### src/rtl/mmio_pkg.sv
// ============================================================
// mmio_pkg: shared constants for the memory-mapped IO bridge
// Rev 1.0
// ============================================================
`default_nettype none

package mmio_pkg;

  localparam logic [21:0] c_IO_BASE_HI = 22'h3FFFFF;

  localparam int c_CH_SWITCH = 0;
  localparam int c_CH_LED    = 1;
  localparam int c_CH_SEG    = 2;
  localparam int c_CH_KEY    = 3;

  localparam logic [1:0] c_ST_IDLE = 2'd0;
  localparam logic [1:0] c_ST_REQ  = 2'd1;
  localparam logic [1:0] c_ST_DONE = 2'd2;
  localparam logic [1:0] c_ST_ERR  = 2'd3;

  // A single channel still needs a 1-bit index field.
  function automatic int ch_width(input int num_ch);
    return (num_ch > 1) ? $clog2(num_ch) : 1;
  endfunction

endpackage

`default_nettype wire

### src/rtl/mmio_addr_decode.sv
// ============================================================
// mmio_addr_decode: IO window hit, channel and word offset
// Rev 1.0
// ============================================================
`default_nettype none

module mmio_addr_decode
  import mmio_pkg::*;
#(
  parameter logic [21:0] BASE_HI  = c_IO_BASE_HI,
  parameter int          NUM_CH   = 4,
  parameter int          CH_SHIFT = 4,
  localparam int         CH_W     = ch_width(NUM_CH)
) (
  input  logic [31:0]         cpu_addr,
  output logic                hit,
  output logic [CH_W-1:0]     ch,
  output logic [CH_SHIFT-3:0] offset
);

  logic [9:0] w_upper;
  logic       w_unused_addr;

  assign ch     = cpu_addr[CH_SHIFT +: CH_W];
  assign offset = cpu_addr[CH_SHIFT-1:2];

  // Address bits above the channel field must be zero for a hit.
  assign w_upper = cpu_addr[9:0] >> (CH_SHIFT + CH_W);

  assign hit = (cpu_addr[31:10] == BASE_HI) &&
               (w_upper == 10'd0) &&
               ({1'b0, ch} < (CH_W+1)'(NUM_CH));

  assign w_unused_addr = &{1'b0, cpu_addr[1:0]};

endmodule

`default_nettype wire

### src/rtl/mmio_bridge.sv
// ============================================================
// mmio_bridge: CPU data-port to NUM_CH IO device bridge
// Rev 1.0
// ============================================================
`default_nettype none

module mmio_bridge
  import mmio_pkg::*;
#(
  parameter int          DATA_W   = 32,
  parameter int          IO_W     = 16,
  parameter int          NUM_CH   = 4,
  parameter logic [21:0] BASE_HI  = c_IO_BASE_HI,
  parameter int          CH_SHIFT = 4,
  parameter int          TIMEOUT  = 255,
  parameter int          SIGN_EXT = 0
) (
  input  logic                   clk,
  input  logic                   reset,
  input  logic                   cpu_req,
  input  logic                   cpu_we,
  input  logic [31:0]            cpu_addr,
  input  logic [DATA_W-1:0]      cpu_wdata,
  output logic [DATA_W-1:0]      cpu_rdata,
  output logic                   cpu_stall,
  output logic                   cpu_err,
  output logic [NUM_CH-1:0]      io_valid,
  output logic                   io_we,
  output logic [CH_SHIFT-3:0]    io_offset,
  output logic [IO_W-1:0]        io_wdata,
  input  logic [NUM_CH*IO_W-1:0] io_rdata,
  input  logic [NUM_CH-1:0]      io_ack
);

  localparam int               c_CH_W     = ch_width(NUM_CH);
  localparam int               c_CNT_W    = $clog2(TIMEOUT + 1);
  localparam logic [c_CNT_W-1:0] c_CNT_LAST = c_CNT_W'(TIMEOUT - 1);

  logic [1:0]          r_state;
  logic [c_CH_W-1:0]   r_ch;
  logic [c_CNT_W-1:0]  r_cnt;

  logic                w_hit;
  logic [c_CH_W-1:0]   w_ch;
  logic [CH_SHIFT-3:0] w_offset;
  logic                w_sel_ack;
  logic [IO_W-1:0]     w_sel_data;
  logic [DATA_W-1:0]   w_rd_ext;
  logic [IO_W-1:0]     w_slices [NUM_CH];
  logic                w_unused_wdata;

  mmio_addr_decode #(
    .BASE_HI  (BASE_HI),
    .NUM_CH   (NUM_CH),
    .CH_SHIFT (CH_SHIFT)
  ) u_decode (
    .cpu_addr (cpu_addr),
    .hit      (w_hit),
    .ch       (w_ch),
    .offset   (w_offset)
  );

  generate
    for (genvar k = 0; k < NUM_CH; k++) begin : g_ch
      assign w_slices[k] = io_rdata[k*IO_W +: IO_W];
      assign io_valid[k] = (r_state == c_ST_REQ) && (r_ch == c_CH_W'(k));
    end
  endgenerate

  // Acks and data from channels other than the latched one are ignored.
  always_comb begin
    w_sel_ack  = 1'b0;
    w_sel_data = '0;
    for (int k = 0; k < NUM_CH; k++) begin
      if (r_ch == c_CH_W'(k)) begin
        w_sel_ack  = io_ack[k];
        w_sel_data = w_slices[k];
      end
    end
  end

  generate
    if (SIGN_EXT != 0) begin : g_sext
      assign w_rd_ext = DATA_W'($signed(w_sel_data));
    end else begin : g_zext
      assign w_rd_ext = DATA_W'(w_sel_data);
    end
  endgenerate

  // Stall is forced low while reset is held so the CPU is released at once.
  assign cpu_stall = !reset && (((r_state == c_ST_IDLE) && cpu_req) ||
                                (r_state == c_ST_REQ));
  assign cpu_err   = (r_state == c_ST_ERR);

  always_ff @(posedge clk or posedge reset) begin
    if (reset) begin
      r_state   <= c_ST_IDLE;
      r_ch      <= '0;
      r_cnt     <= '0;
      cpu_rdata <= '0;
      io_we     <= 1'b0;
      io_offset <= '0;
      io_wdata  <= '0;
    end else begin
      case (r_state)
        c_ST_IDLE: begin
          if (cpu_req) begin
            r_ch      <= w_ch;
            io_offset <= w_offset;
            io_we     <= cpu_we;
            io_wdata  <= cpu_wdata[IO_W-1:0];
            r_cnt     <= '0;
            if (w_hit) begin
              r_state <= c_ST_REQ;
            end else begin
              r_state   <= c_ST_ERR;
              cpu_rdata <= '0;
            end
          end
        end
        c_ST_REQ: begin
          r_cnt <= r_cnt + c_CNT_W'(1);
          if (w_sel_ack) begin
            cpu_rdata <= io_we ? '0 : w_rd_ext;
            r_state   <= c_ST_DONE;
          end else if (r_cnt == c_CNT_LAST) begin
            cpu_rdata <= '0;
            r_state   <= c_ST_ERR;
          end
        end
        c_ST_DONE: r_state <= c_ST_IDLE;
        c_ST_ERR:  r_state <= c_ST_IDLE;
        default:   r_state <= c_ST_IDLE;
      endcase
    end
  end

  assign w_unused_wdata = &{1'b0, cpu_wdata};

endmodule

`default_nettype wire

### config.mk
export PLATFORM = sky130hd
export DESIGN_NAME = mmio_bridge
export DESIGN_NICKNAME = d
export VERILOG_FILES = /design/src/rtl/mmio_pkg.sv /design/src/rtl/mmio_addr_decode.sv /design/src/rtl/mmio_bridge.sv
export SDC_FILE = /design/constraint.sdc
export NUM_CORES = 1
export LEC_CHECK = 0
export BUFFER_PORTS_ARGS = -buffer_cell sky130_fd_sc_hd__buf_2
export CAP_MARGIN = 5
export CORE_ASPECT_RATIO = 0.75
export CORE_MARGIN = 2
export CORE_UTILIZATION = 36
export DETAILED_ROUTE_END_ITERATION = 12
export PLACE_DENSITY = 0.77
export SLEW_MARGIN = 20
export SYNTH_ARGS = -nofsm -noshare
export SYNTH_HDL_FRONTEND = slang
export SYNTH_SLANG_ARGS = --single-unit
### constraint.sdc
create_clock -name clk -period 1.71 [get_ports clk]
set_input_delay 0.2565 -clock clk [delete_from_list [all_inputs] [get_ports clk]]
set_output_delay 0.2565 -clock clk [all_outputs]
set_load 0.02 [all_outputs]
==> results of run 1 <==
==> metrics by stage <==
step           worst slack, ns  hold slack [ns]  instances  util, %
6_report                -0.183            0.137        524     55.6
2_1_floorplan           0.0659            0.362        273        -
3_3_place_gp            -0.213            0.325        504     50.9
4_1_cts                 -0.183            0.130        517     53.8
5_1_grt                 -0.277            0.144        524     55.6
3_5_place_dp            -0.385            0.324        504     50.9
==> worst max-delay path: stages (launching register included) <==
cell      delay [ns]
dfrtp_1         0.42
or4b_1          0.54
nor4_2          0.15
buf_4           0.16
a311oi_4        0.11
buf_12          0.20
buf_12          0.13
o21ai_2         0.10
==> worst min path at each step <==
stage,start,to,slack (ns)
CTS,cpu_wdata[3],io_wdata[3],0.13
global route,cpu_wdata[12],io_wdata[12],0.14
detailed placement,reset,r_cnt[4],0.32
finish,cpu_wdata[3],io_wdata[3],0.14
floorplan,cpu_addr[2],io_offset[0],0.36
global placement,reset,r_cnt[4],0.33
==> power by group through the flow <==
stage	combinational, mW	clock, mW	sequential (mW)
2_1_floorplan	1.44	0	2.28
3_3_place_gp	2.79	0	1.81
3_5_place_dp	2.87	0	1.82
4_1_cts	3.11	0.720	1.82
5_1_grt	3.62	0.761	1.89
6_report	3.34	0.696	1.83
==> layer usage <==
layer	wire, um	vias up	global-route usage (%)
li1	-	1197	-
met1	2990	1180	23.0
met2	3790	118	32.3
met3	568	11	3.92
met4	104	0	5.14
met5	0	-	0
==> sequential cells by signal (all words and copies together), names as in the netlist <==
name       cells
r_cnt          8
io_offset      2
r_ch           2
io_we          1
io_wdata      16
r_state        2
cpu_rdata     16
==> what timing repair did <==
action	CTS	global route
endpoints found under the setup margin	21	22
buffers inserted	4	7
gates resized for setup	11	16
hold buffers	1	0
endpoints found under the hold margin	3	0
pin swaps	1	6
==> synthesized netlist by cell type (2+ instances only) <==
cell type / instances
nand2_1: 86
dfrtp_1: 47
inv_1: 18
mux4_2: 17
buf_4: 16
o21ai_0: 15
o21ai_2: 9
clkbuf_1: 8
nand4_1: 7
nand3_1: 6
nor2_1: 4
and3_1: 3
ha_1: 2
nor3b_1: 2
==> layout make-up <==
class | instances | share of cell area, %
flip-flops and latches | 47 | 31.0
clock inverters | 1 | 0.230
clock buffers | 7 | 2.27
repair buffers | 186 | 28.6
well taps | 84 | 2.77
inverters | 18 | 1.78
multi-input cells | 181 | 33.3
==> cell families (layout without fill, tap and decap cells) <==
kind of cell / after synthesis / after routing
flip-flops: 47 / 47
buffers and inverters: 45 / 212
AND/OR/NAND/NOR: 117 / 117
adder cells (fa/ha/maj): 2 / 2
multiplexers: 17 / 17
XOR/XNOR: 1 / 1
other: 1 / 16
AO/OA/AOI/OAI: 28 / 28
==> flow_summary_export.csv, run 1 <==
group,metric,value,unit
outcome,status,"complete, but fails checks",
outcome,violations,"negative setup slack",
critical_path,worstPathRequired,1.94,ns
synthesis,synth_mux_area_share,15.0,%
grt,antenna_found_initial,0,
synthesis,synth_compound_area_share,7.52,%
grt,grt_first_pass_wirelength,11400,um
sta,timing.final.ws_setup,-0.183,ns
finish,final_common_cell,"buf_2",
placed_design,gp_congestion,0.849,
sta,drv_slew,0,
power_and_ir_drop,internal_power,3.37,mW
grt,grt_usage,18.5,%
synthesis,yosysWarnings,0,
synthesis,synthSimpleGateAreaFrac,20.4,%
finish,drive_above_1_share,52.7,%
finish,final_cell_area,3800,um^2
synthesis,synthAdderAreaFrac,0.983,%
power_and_ir_drop,leakage,2.02,nW
finish,final_cell_mix,"buf_2, nand2_1, dfrtp_1, buf_4",
route,vias,2506,
power_and_ir_drop,power.switching,2.50,mW
route,wirelength,7460,um
synthesis,avgSynthCellArea,9.87,um^2
finish,area_delta_synth_final,49.2,%
critical_path,critPathMaxFanout,12,
critical_path,cp_data_arrival_time,2.12,ns
sta,hold_viol,0,
critical_path,reg2reg_to,"cpu_rdata[15]",
cts,cts_tree,"done",
synthesis,synth.area.top_cells,"dfrtp_1, mux4_2, nand2_1, buf_4, o21ai_2",
route,wire_per_inst,14.2,um
synthesis,ys_ff_latch,47,
sta,max_freq,528,MHz
critical_path,reg2regPathDepth,7,
floorplanning,fp.dieArea,7770,um^2
sta,rsz0062_at_grt,"true",
cts,clk_latency,0.30,ns
placed_design,place_area,3480,um^2
synthesis,yosysTopAreaCell,"dfrtp_1",
critical_path,worstSetupEndpoint,"cpu_rdata[15]",
critical_path,start_kind,"register",
power_and_ir_drop,seqPwrFrac,31.2,%
synthesis,netlist_area,2550,um^2
power_and_ir_drop,max-vdd-ir-drop,0.776,mV
finish,fin_nets,577,
finish,fillers,618,
route,dr.pass1.iters,4,
power_and_ir_drop,p_comb_share,57.0,%
min_path,hold_path_class,"input port to register",
cts,clock_sinks,47,
synthesis,synth_top_family_by_area,"simple AND/OR/NAND/NOR gates",
floorplanning,rows,26,
power_and_ir_drop,switching_share,42.5,%
cts,htree_levels,2,
sta,worst_pin_slew,0.596,ns
power_and_ir_drop,power.density,1550,nW/um^2
route,avgViaCountPerCell,4.78,
sta,setup_violations,21,
power_and_ir_drop,power,5.87,mW
synthesis,netlist.area_leader.share,46.2,%
synthesis,ys_seq_area_share,46.2,%
sta,skew,0.00796,ns
min_path,whs_path_depth,3,
placed_design,hpwlAfterDp,5540,um
floorplanning,start_util,37.3,%
finish,regArea,1180,um^2
grt,grt_start_max_net_pins,48,
synthesis,synthXorXnorAreaFrac,0.344,%
sta,max-slew-margin-rel,59.9,%
route,route.detailed.drc,0,
floorplanning,chipWidth,101,um
floorplanning,io_pins,193,
grt,grt_pass1_vias,2500,
synthesis,synth.distinct_cells,32,
grt,gr-total-overflow,0,
cts,cts-root-buf,"clkbuf_8",
route,drtIter0Drc,126,
power_and_ir_drop,p_clk_share,11.8,%
sta,min_period,1.89,ns
finish,diodes,0,
sta,period_share,111,%
sta,fin_tns_setup,-2.50,ns
cts,clkTransAtPathRegs,0.09,ns
synthesis,ys.flop_type,"dfrtp_1",
floorplanning,fp.coreArea,6830,um^2
critical_path,startpoint,"r_state[0]",
cts,cts_made_buffers,5,
flow_run,maxCapViolations,0,
route,ant_nets,0,
critical_path,r2r_start,"r_state[0]",
critical_path,path_class,"register to register",
synthesis,synthArstFlopShare,100,%
placed_design,portBuffers,158,
finish,multi_input_area,1270,um^2
synthesis,synth_cells,258,
synthesis,synth-edff-count,0,
critical_path,endpoint_kind,"register",
critical_path,r2r_slack,-0.18,ns
cts,clockBufferDepth,2,
floorplanning,die_y,76.8,um
No activity file was read; power rests on OpenSTA's default activity.
==> run 2, diff against run 1 <==
- CORE_UTILIZATION: 36 -> 43
- PLACE_DENSITY: 0.77 -> 0.86
- clock period: 1.71 -> 2.35 ns (I/O delays scaled with it)
==> run 2 against run 1 <==
Against the previous run:
- the flow now finishes without violations
- critical path depth shrank 3
- sequential share of layout area is 2.8 points higher
- routed wire length shrank 6.3%
- sequential power shrank 28%
- first-iteration DRC count is 19% lower
- final cell count is 5.3% lower
- cell area is 8.4% lower
==> flow_summary_export.csv, run 2 (synthesized netlist as in run 1, its figures left out) <==
group,metric,value,unit
critical_path,endpoint_kind,"register",
route,route.detailed.drc,0,
floorplanning,start_util,44.2,%
finish,final_util,60.4,%
sta,period_share,85.3,%
grt,grt_use_met1,28.2,%
sta,drv_slew,0,
critical_path,critPathSlowestCell,"nor3b_2",
outcome,status,"completed",
grt,grt_start_max_net_pins,48,
finish,regArea,1180,um^2
finish,fin_nets,556,
placed_design,hpwlAfterDp,5520,um
floorplanning,fp.dieArea,6560,um^2
cts,clock_sinks,47,
sta,timing.final.ws_setup,0.345,ns
route,vias,2375,
critical_path,start_kind,"register",
cts,htree_levels,2,
power_and_ir_drop,power.density,1110,nW/um^2
critical_path,path_cells,"or2b_1 -> nor3b_2 -> nand2_1 -> o21ai_2",
sta,rsz0062_at_grt,"false",
sta,skew,0.00877,ns
power_and_ir_drop,leakage,1.88,nW
placed_design,dp_slack,0.348,ns
sta,hold_viol,0,
route,dr.pass1.iters,4,
grt,gr-total-overflow,0,
grt,grt_use_met3,4.58,%
route,wirelength,6990,um
sta,setup_violations,0,
cts,clockBufferDepth,2,
cts,cts_resized,0,
sta,min_period,2.01,ns
cts,cts-root-buf,"clkbuf_8",
grt,grt_pass1_vias,2311,
placed_design,portBuffers,158,
grt,grt_first_pass_wirelength,11000,um
floorplanning,chipWidth,92.9,um
grt,grt_usage,21.2,%
grt,met2_usage,36.2,%
route,wire_per_inst,14.1,um
critical_path,critPathMaxFanout,16,
cts,cts_setup_buffers,0,
route,ant_nets,0,
cts,clk_latency,0.29,ns
finish,diodes,0,
critical_path,path_class,"register to register",
cts,cts_tree,"done",
finish,multi_input_area,1190,um^2
min_path,hold_path_class,"input port to asynchronous set/reset pin",
finish,finalNonFillerCells,496,
grt,antenna_found_initial,0,
sta,fin_tns_setup,0,ns
floorplanning,fp.coreArea,5770,um^2
route,avgViaCountPerCell,4.79,
finish,final_cell_mix,"buf_2, nand2_1, dfrtp_1, mux4_2, inv_1",
floorplanning,rows,24,
finish,largestRegisters,"cpu_rdata (16), io_wdata (16), r_cnt (8)",
floorplanning,die_y,70.6,um
cts,cts_made_buffers,5,
finish,final_common_cell,"buf_2",
sta,max-slew-margin-rel,31.1,%
critical_path,worstPathRequired,2.57,ns
route,drtIter0Drc,102,
sta,worst_pin_slew,1.03,ns
placed_design,placed_cells,489,
finish,fillers,523,
grt,gr-max-usage-layer,"met2",
flow_run,maxCapViolations,0,
floorplanning,io_pins,193,
cts,cts_hold_buf,0,
finish,area_delta_synth_final,36.7,%
sta,max_freq,499,MHz
cts,clkTransAtPathRegs,0.09,ns
power_and_ir_drop,max-vdd-ir-drop,0.651,mV
placed_design,gp_congestion,0.775,
critical_path,cp_data_arrival_time,2.22,ns
critical_path,cp_slowest_stage_delay,0.86,ns
finish,drive_above_1_share,48.3,%
run 2: area by class of cell:
| class | instances | area share, % |
|---|---|---|
| Multi-Input combinational cell | 181 | 34.3 |
| Sequential cell | 47 | 33.8 |
| Timing Repair Buffer | 165 | 24.2 |
| Tap cell | 78 | 2.80 |
| Clock buffer | 6 | 2.08 |
| Inverter | 18 | 1.94 |
| Clock inverter | 1 | 0.863 |
run 2: routing by layer:
layer  wire length, um  up-vias  part of all wire [%]
met2              3460      106                    49
met4                79        0                   1.1
li1                  -     1152                     -
met3               522       10                   7.5
met1              2930     1107                    42
met5                 0        -                     0
run 2: final timing paths:
kind	start	endpoint	slack, ns	depth (start not counted)
max	r_state[0]	cpu_rdata[0]	0.34	4
min	reset	r_cnt[7]	0.23	3
max reg2reg	r_state[0]	cpu_rdata[0]	0.34	4
min reg2reg	io_wdata[7]	io_wdata[7]	0.47	2
max in group asynchronous	reset	cpu_rdata[4]	1.73	3
min in group clk	cpu_wdata[10]	io_wdata[10]	0.26	3
run 2: stage by stage:
stage	power [mW]	area, um^2	hold WS (ns)
after floorplan	2.71	2600	0.444
after global placement	3.28	3380	0.456
after detailed placement	3.35	3380	0.458
after CTS	3.92	3480	0.240
after global routing	4.17	3480	0.247
final	3.88	3480	0.225
run 2: power by group:
group / switching [mW] / internal, mW
registers: 0.195 / 1.13
logic: 1.21 / 0.785
clock network: 0.253 / 0.312
run 2: critical path: cells and delay by family (launching register included):
| kind | cells | cell delay (ns) |
|---|---|---|
| AND/OR/NAND/NOR | 3 | 1.40 |
| flip-flops | 1 | 0.42 |
| AO/OA/AOI/OAI | 1 | 0.11 |
==> run 3, diff against run 2 <==
- ABC_AREA: unset -> 1
- CORE_UTILIZATION: 43 -> 45
- PLACE_DENSITY: 0.86 -> 0.87
==> run 3 against run 2 <==
Against the previous run:
- final cell count rose by 25%
- area after synthesis grew 8.9%
- first-iteration DRC count down 11%
- die area up 3.9%
- worst hold slack got worse by 0.12 ns
- count of clock-buffer cells in the layout increased by 1
- sequential power hardly changed
- critical path depth down 1
- via count rose by 21%
- sequential share of layout area fell by 1.6 points
- routed wire length shrank 2.3%
- critical endpoint is now io_valid[1]
- highest routed layer unchanged
==> flow_summary_export.csv, run 3 <==
group,metric,value,unit
synthesis,yosys-top-cells-count,"nand2_1, dfrtp_1, inv_1, nor2_1, nand3_1",
sta,min_period,2.02,ns
route,wire_per_inst,11.0,um
finish,area_delta_synth_final,31.7,%
power_and_ir_drop,internal_power,1.97,mW
critical_path,path_cells,"inv_1 -> nor3_1 -> buf_2",
cts,cts_setup_buffers,0,
finish,multi_input_area,1320,um^2
power_and_ir_drop,p_comb_share,50.5,%
synthesis,ys_seq_area_share,42.4,%
floorplanning,rows,24,
finish,final_cell_area,3650,um^2
sta,drv_slew,0,
flow_run,maxCapViolations,0,
floorplanning,fp.dieArea,6820,um^2
critical_path,critPathMaxFanout,18,
finish,fin_nets,677,
power_and_ir_drop,max-vdd-ir-drop,0.528,mV
finish,drive_above_1_share,35.6,%
cts,htree_levels,2,
finish,fillers,560,
synthesis,ys_ff_latch,47,
power_and_ir_drop,power.switching,1.74,mW
placed_design,portBuffers,158,
critical_path,cp_slowest_stage_delay,0.78,ns
synthesis,synth-edff-count,0,
placed_design,gp_congestion,0.826,
finish,regArea,1180,um^2
critical_path,endpoint_kind,"output port",
synthesis,avgSynthCellArea,7.24,um^2
power_and_ir_drop,seqPwrFrac,36.0,%
finish,final_cell_mix,"nand2_1, buf_2, dfrtp_1, inv_1, nor2_1",
synthesis,netlist.area_leader.share,42.4,%
sta,timing.final.ws_setup,0.334,ns
outcome,status,"completed",
critical_path,start_kind,"register",
route,ant_nets,0,
floorplanning,die_y,72.0,um
grt,grt_usage,20.4,%
sta,setup_violations,0,
placed_design,hpwlAfterDp,5500,um
synthesis,synth_cells,383,
synthesis,synth.area.top_cells,"dfrtp_1, nand2_1, buf_4, inv_1, nand3_1",
cts,clk_latency,0.30,ns
floorplanning,chipWidth,94.7,um
power_and_ir_drop,p_clk_share,13.5,%
grt,antenna_found_initial,0,
min_path,hold_path_class,"input port to asynchronous set/reset pin",
cts,clkTransAtPathRegs,0.08,ns
cts,cts_tree,"done",
route,route.detailed.drc,0,
power_and_ir_drop,power.density,1020,nW/um^2
cts,cts_made_buffers,5,
floorplanning,start_util,47.1,%
sta,fin_tns_setup,0,ns
critical_path,worstPathRequired,2.00,ns
floorplanning,fp.coreArea,5890,um^2
sta,skew,0.00480,ns
cts,cts_resized,0,
sta,period_share,85.8,%
grt,grt_first_pass_wirelength,11200,um
power_and_ir_drop,switching_share,46.8,%
route,drtIter0Drc,91,
floorplanning,io_pins,193,
grt,grt_pass1_vias,2671,
synthesis,synthArstFlopShare,100,%
route,vias,2867,
route,wirelength,6820,um
grt,grt_start_max_net_pins,28,
grt,gr-total-overflow,0,
cts,cts-root-buf,"clkbuf_8",
route,avgViaCountPerCell,4.64,
critical_path,critPathSlowestCell,"dfrtp_1",
finish,final_common_cell,"nand2_1",
synthesis,synth.distinct_cells,29,
synthesis,yosysTopAreaCell,"dfrtp_1",
synthesis,yosysWarnings,0,
synthesis,ys.flop_type,"dfrtp_1",
placed_design,place_area,3560,um^2
sta,max-slew-margin-rel,55.0,%
synthesis,synth.most_common_cell,"nand2_1",
sta,worst_pin_slew,0.674,ns
synthesis,netlist_area,2770,um^2
power_and_ir_drop,leakage,2.20,nW
critical_path,cp_data_arrival_time,1.66,ns
placed_design,dp_slack,0.407,ns
finish,diodes,0,
sta,max_freq,496,MHz
finish,largestRegisters,"cpu_rdata (16), io_wdata (16), r_cnt (8)",
power_and_ir_drop,power,3.71,mW
sta,hold_viol,0,
cts,clockBufferDepth,2,
route,dr.pass1.iters,4,
sta,rsz0062_at_grt,"false",
cts,clock_sinks,47,
critical_path,path_class,"register to output port",
cts,cts_hold_buf,0,
critical_path,reg2regPathDepth,8,
## run 3: cell count changes after synthesis, sizes merged, moves of 6 or more
cell	change
nand2	+77
nor2	+23
nand3	+21
mux4	-17
inv	+16
a21oi	+9
or2	+8
buf	+6
nand4	-6
o211ai	+6
o21ai	-6
## run 3: path summary, 6_finish.rpt
kind / startpoint / endpoint / slack [ns]
worst max-delay path: r_ch[0] / io_valid[1] / 0.33
worst min-delay path: reset / cpu_rdata[6] / 0.10
worst max register to register: r_ch[0] / cpu_rdata[6] / 0.39
worst min register to register: cpu_rdata[12] / cpu_rdata[12] / 0.47
max in group asynchronous: reset / io_wdata[2] / 1.57
min in group clk: cpu_wdata[1] / io_wdata[1] / 0.25
## run 3: cell families after synthesis
group                      Yosys count  synth area share (%)
AOI/OAI and AO/OA                   38                  7.71
adders and majority gates            2                 0.902
buffers and inverters               64                  12.0
DFF                                 47                  42.4
muxes                                1                 0.361
other                                1                 0.135
and+or+nand+nor                    230                  36.4
## run 3: through the flow
step | utilization (%) | cells | hold WS [ns]
after CTS | 62.1 | 618 | 0.126
after global placement | 60.4 | 610 | 0.446
after global routing | 62.1 | 618 | 0.145
final | 62.1 | 618 | 0.105
after detailed placement | 60.4 | 610 | 0.454
after floorplan | - | 398 | 0.462
## run 3: power by group through the flow
stage          clock network [mW]  logic (mW)  registers [mW]
2_1_floorplan                   0        1.22            1.50
3_3_place_gp                    0        1.85            1.34
3_5_place_dp                    0        1.90            1.34
4_1_cts                     0.521        1.90            1.33
5_1_grt                     0.550        2.10            1.38
6_report                    0.501        1.87            1.33
## run 3: final cells by class
type | count | area share, %
Tap cell | 78 | 2.67
Multi-Input combinational cell | 287 | 36.1
Sequential cell | 47 | 32.2
Timing Repair Buffer | 164 | 22.9
Inverter | 34 | 3.49
Clock buffer | 7 | 2.36
Clock inverter | 1 | 0.240
## run 3: per-layer routing
| layer | routed length, um | GRT usage (%) | vias to the layer above |
|---|---|---|---|
| met4 | 55 | 4.67 | 0 |
| met1 | 2840 | 24.4 | 1275 |
| met3 | 648 | 5.61 | 6 |
| li1 | - | - | 1475 |
| met5 | 0 | 0 | - |
| met2 | 3280 | 36.6 | 111 |
## run 3: critical path: cells and delay by family (launching register included)
family                 cells  cell delay (ns)
and+or+nand+nor            1             0.21
buffers and inverters      2             0.37
DFF                        1             0.78
